===== config.mk =====
export PLATFORM = sky130hd
export DESIGN_NAME = gclk_divgate
export DESIGN_NICKNAME = d
export VERILOG_FILES = /design/src/rtl/gclk_divgate.sv
export SDC_FILE = /design/constraint.sdc
export NUM_CORES = 1
export LEC_CHECK = 0
export CORE_MARGIN = 5
export CORE_UTILIZATION = 59
export DETAILED_ROUTE_END_ITERATION = 16
export PLACE_DENSITY = 0.93
export SYNTH_ARGS = -nofsm -noshare
export SYNTH_HDL_FRONTEND = slang
export SYNTH_SLANG_ARGS = --single-unit

===== constraint.sdc =====
create_clock -name CLK -period 6.2 [get_ports CLK]
set_clock_uncertainty 0.2 [all_clocks]
set_input_delay 0.93 -clock CLK [delete_from_list [all_inputs] [get_ports CLK]]
set_output_delay 0.93 -clock CLK [all_outputs]
set_load 0.01 [all_outputs]

===== src/rtl/gclk_divgate.sv =====
// rtl/gclk_divgate.sv - glitch-free programmable divided clock for a global clock buffer
// Phases always run to completion; only CLR may cut a phase short.
module gclk_divgate #(
  parameter int WIDTH = 8
) (
  input  logic             CLK,
  input  logic             CLR,
  input  logic             EN,
  input  logic [WIDTH-1:0] DIV,
  input  logic             LOAD,
  output logic             Z,
  output logic             RDY,
  output logic             TICK
);

  typedef enum logic [1:0] {
    ST_IDLE  = 2'd0,
    ST_RUN   = 2'd1,
    ST_DRAIN = 2'd2
  } state_t;

  state_t           state_q, state_d;
  logic [WIDTH-1:0] cnt_q, cnt_d;
  logic [WIDTH-1:0] h_q, h_d;
  logic [WIDTH-1:0] shadow_q, shadow_d;
  logic             z_q, z_d;
  logic             rdy_q, rdy_d;
  logic             tick_q, tick_d;
  logic [WIDTH-1:0] reload;
  logic             phase_end;

  // A LOAD on a period-start edge must take effect in that very period.
  assign reload    = LOAD ? DIV : shadow_q;
  assign phase_end = (cnt_q == h_q);

  always_ff @(posedge CLK or posedge CLR) begin
    if (CLR) begin
      state_q  <= ST_IDLE;
      cnt_q    <= '0;
      h_q      <= '0;
      shadow_q <= '0;
      z_q      <= 1'b0;
      rdy_q    <= 1'b0;
      tick_q   <= 1'b0;
    end else begin
      state_q  <= state_d;
      cnt_q    <= cnt_d;
      h_q      <= h_d;
      shadow_q <= shadow_d;
      z_q      <= z_d;
      rdy_q    <= rdy_d;
      tick_q   <= tick_d;
    end
  end

  always_comb begin
    state_d  = state_q;
    cnt_d    = cnt_q;
    h_d      = h_q;
    shadow_d = LOAD ? DIV : shadow_q;
    z_d      = z_q;
    rdy_d    = rdy_q;
    tick_d   = 1'b0;

    unique case (state_q)
      ST_IDLE: begin
        z_d   = 1'b0;
        rdy_d = 1'b0;
        if (EN) begin
          state_d = ST_RUN;
          z_d     = 1'b1;
          tick_d  = 1'b1;
          rdy_d   = 1'b1;
          cnt_d   = '0;
          h_d     = reload;
        end
      end
      ST_RUN, ST_DRAIN: begin
        state_d = EN ? ST_RUN : ST_DRAIN;
        if (!phase_end) begin
          cnt_d = cnt_q + WIDTH'(1);
        end else begin
          cnt_d = '0;
          if (z_q) begin
            z_d = 1'b0;
          end else if (EN) begin
            // Low phase ends with a live run request: start the next period.
            state_d = ST_RUN;
            z_d     = 1'b1;
            tick_d  = 1'b1;
            h_d     = reload;
          end else begin
            state_d = ST_IDLE;
            rdy_d   = 1'b0;
          end
        end
      end
      default: begin
        state_d = ST_IDLE;
        z_d     = 1'b0;
        rdy_d   = 1'b0;
      end
    endcase
  end

  assign Z    = z_q;
  assign RDY  = rdy_q;
  assign TICK = tick_q;

endmodule

# Word level (Yosys, flattened, before mapping)
# Cells that the tools add are included.
# totals
register_bits	29
in_bits	12
out_inout_bits	3
wordCells	45
# classes
addsub	1
eq_ne	7
muxes	24
reduce_logical	6
# op_table
operator	n
8-bit two-way mux	6
8-bit case mux with 2 select lines	2
8-bit by 1-bit adder with 8-bit output (second input constant)	1
8-bit equality test	1
1-bit two-way mux	8
2-bit two-way mux	4
2-bit != test (second input constant)	4
1-bit case mux with 2 select lines	3
3-bit AND reduction	2
2-bit case mux with 2 select lines	1
2-bit by 1-bit equality test with 1-bit output (second input constant)	1
2-bit equality test (second input constant)	1
2-bit logical NOT	1
2-bit AND reduction	1
2-bit nonzero test	1
2-bit OR reduction	1

# Depth between registers and ports, before layout
# logic_depth
depth_word	5
ltp_mapped	8
ltp_nobuf	7

# Worst setup path before layout
# No wires, ideal clock.
# synth_path
kind	input to register
start	input EN
end	register cnt_q[7]
setup_ns	0.131
t_arrival_ns	1.874
required_ns	5.869
path_slack_ns	3.995
cell_stages	6
n_path_buf	1
path_cell_list	nor2b_1 -> or2_2 -> buf_2 -> nor4_2 -> xnor2_1 -> a21oi_1
# synth_via
elab_chain_len	2
# synth_rtl
element	line	source
start, declared	8	input logic EN,
2-bit != test (no line)	-	
2-bit AND reduction (no line)	-	
end signal, assigned	47	cnt_q <= cnt_d;
end, declared	23	logic [WIDTH-1:0] cnt_q, cnt_d;
# No other way between the ends.
# A chain may end at the register's enable or synchronous reset.

# Worst setup path in the final report
# Ends and elaborated chain as after synthesis.

==> summary.txt <==
minimum setup slack in the final design = 3.65 ns
Peak VDD IR = 0.311 mV
Net Sw Power = 247 uW
number of remaining DRC errors = 0
summed instance area of the synthesized netlist = 1430 um^2
vias in the first global route = 1021
net count of the mapped netlist = 139
wire length of the first global-routing pass = 4690 um
time the worst path needs with I/O delays and setup = 2.55 ns
Worst Path Arrival = 2.55 ns
fraction of power consumed by sequential logic = 40.5%
placeable core region = 2250 um^2
post-synthesis sequential area ratio = 50.7%
Pre-antenna DRT Iters = 4
number of primary I/O pins = 15
global placer's final weighted congestion = 0.917
CTS tree = yes
data required time of the critical path = 6.19 ns
GRT overflow = 0
max-cap violation count = 0
Clock transition at path regs = 0.08 ns
maximum achievable frequency = 391 MHz
warning count from the yosys run = 0
dominant synthesized flop cell = dfrtp_1
total number of vias = 986
share of synthesized cell area in and, or, nand and nor gates = 12.7%
Clock Tree Root = clkbuf_4
fraction of power spent switching nets = 35.4%
run status = completed
area growth from synthesis to layout = 15.5%
top cell types by occurrence after synthesis = dfrtp_1 (29), nand2_1 (15), mux2_2 (9)
adder and majority gate portion of the synthesized area = 2.62%
TritonCTS buffer count = 5
power per cell area = 422 nW/um^2
average wire per standard cell = 16.2 um
number of setup violations in the final report = 0
effective utilization at floorplan = 63.5%
Crit Path Max Fanout = 10
Clock Latency Late Sink = 0.32 ns
worst min path class = flip-flop to flip-flop
Combinational Power Share = 41.0%
worst-case headroom to the max-slew limit = 31.1%
critical path class = input pin to flip-flop
fin nets = 156
count of port buffers added during placement = 14
dominant cells by area after synthesis = dfrtp_1 (51%), mux2_4 (8.4%), mux2_2 (7.1%), xor2_1 (4.9%), nand2_1 (3.9%)
fill count = 154
share of synthesized area spent on multiplexers = 16.2%
residual antenna-violating net count after detailed routing = 0
crit path launch type = input pin
final period utilization = 41.2%
kind of capture point of the worst setup path = flip-flop
post-synthesis share of cell area spent on xor and xnor gates = 6.11%
actual transition at the worst max-transition pin = 1.03 ns
FP Rows = 17
share of cells above drive strength 1 = 20.4%
routed via count divided by cell count = 5.80
number of cells produced by synthesis = 124
setup repair after global routing missed its margin = false
average instance area after synthesis = 11.6 um^2
Cell variety after synth = 29
compound-cell area share of the yosys netlist = 8.03%
final-report max-slew violation count = 0
flip-flop and latch count after synthesis = 29
number of buffers between clock root and the deepest sink = 2
number of enable flip-flop cells after synthesis = 0
number of sinks driven by the clock tree = 29
cell taking the most area after synthesis = dfrtp_1
number of resized instances in the post-cts repair step = 0
most numerous cell in the Yosys netlist = dfrtp_1
die width = 59.3 um
count of final hold-check violations = 0
dominant combinational cell family by area after synthesis = multiplexers
H-tree lvl count = 2
HPWL reported at the end of detailed placement = 2060 um
vertical die dimension = 59.3 um
pin count of the biggest net entering global routing = 30
Hold-fix buffers, CTS = 0
worst slack at placement = 3.32 ns
initial antenna violation count = 0
Antenna Diode Count = 0
aggregate routed wire length = 2760 um
die footprint = 3510 um^2
Setup TNS Final = 0 ns
GR Util All Layers = 18.2%
post-CTS setup-driven buffer insertion count = 0
static power due to leakage = 0.000736 uW
starting DRC count in detailed routing = 20
proportion of netlist area held by the largest area contributor = 50.7%
Clk network pwr share = 18.5%
internal power consumption = 451 uW
ys async rst share = 100%
logic make-up (layout without fill, tap and decap cells):
group           after synthesis  count (layout)
simple gates                 34              34
fa+ha+maj                     3               3
compound gates               18              18
buf+inv                      12              30
flops                        29              29
xor+xnor                     10              10
mux                          18              18
state kept, by name (all words and copies together) (netlist names):
name / count
RDY: 1
state_q: 2
Z: 1
cnt_q: 8
shadow_q: 8
TICK: 1
h_q: 8
metrics by stage:
step / instance area (um^2) / hold slack [ns] / utilization, % / power [uW] / instances
floorplan: 1430 / 0.267 / - / 502 / 124
global placement: 1580 / 0.281 / 70.3 / 549 / 162
detailed placement: 1580 / 0.287 / 70.3 / 570 / 162
CTS: 1650 / 0.306 / 73.4 / 701 / 170
global route: 1650 / 0.323 / 73.4 / 738 / 170
finish: 1650 / 0.303 / 73.4 / 698 / 170
cell usage in the layout (no fill, tap or decap):
cell | netlist | final
nand3_1 | 4 | 4
clkinv_2 | 0 | 1
nand3b_1 | 1 | 1
clkbuf_8 | 0 | 2
o211ai_1 | 2 | 2
o22ai_1 | 3 | 3
nor2b_1 | 2 | 2
clkdlybuf4s50_1 | 0 | 14
a32o_1 | 1 | 1
o21ai_0 | 4 | 4
or3_1 | 1 | 1
xnor2_1 | 2 | 2
xor2_1 | 8 | 8
nand2b_1 | 3 | 3
mux2i_1 | 1 | 1
nor4_2 | 3 | 3
a21o_1 | 1 | 1
mux2_4 | 8 | 8
nand2_1 | 15 | 15
a21oi_1 | 2 | 2
clkbuf_4 | 0 | 5
ha_1 | 3 | 3
mux2_2 | 9 | 9
inv_1 | 8 | 8
o31ai_1 | 2 | 2
a31oi_1 | 3 | 3
dfrtp_1 | 29 | 29
nor3_1 | 1 | 1
or2_2 | 1 | 1
nor2_1 | 3 | 3
final timing paths:
path / slack (ns) / depth (start not counted) / startpoint / end
max reg2reg: 3.90 / 5 / cnt_q[3] / h_q[0]
max in group asynchronous: 4.22 / 2 / CLR / cnt_q[6]
min reg2reg: 0.30 / 1 / shadow_q[6] / shadow_q[6]
min: 0.30 / 1 / shadow_q[6] / shadow_q[6]
max: 3.65 / 6 / EN / cnt_q[7]
min in group asynchronous: 0.95 / 2 / CLR / h_q[2]
metal layers:
layer	vias to the layer above	part of all wire [%]	global-route usage [%]	wire, um
li1	462	-	-	-
met1	480	44	22.3	1200
met2	35	48	29.2	1320
met3	9	6.1	5.45	169
met4	0	2.4	8.41	65
met5	-	0	0	0
cell type report:
type                    instances  area, um^2  area share [%]
flip-flops and latches         29         726            43.9
multi-input cells              83         653            39.5
repair buffers                 14         140            8.47
clock buffers                   7        65.1            3.93
well taps                      28        35.0            2.12
inverters                       8        30.0            1.82
clock inverters                 1        5.00           0.303
critical path, cell delays in order:
cell and delay (ns):
clkdlybuf4s50_1 0.56, nor2b_1 0.12, or2_2 0.39, nor4_2 0.33
xnor2_1 0.16, a21oi_1 0.06
power groups by stage:
stage / registers (uW) / logic [uW] / clock network, uW
6_report: 283 / 286 / 129
5_1_grt: 289 / 309 / 140
4_1_cts: 282 / 287 / 131
3_5_place_dp: 286 / 284 / 0
3_3_place_gp: 282 / 267 / 0
2_1_floorplan: 279 / 222 / 0
Power figures use the tool's default switching activity.
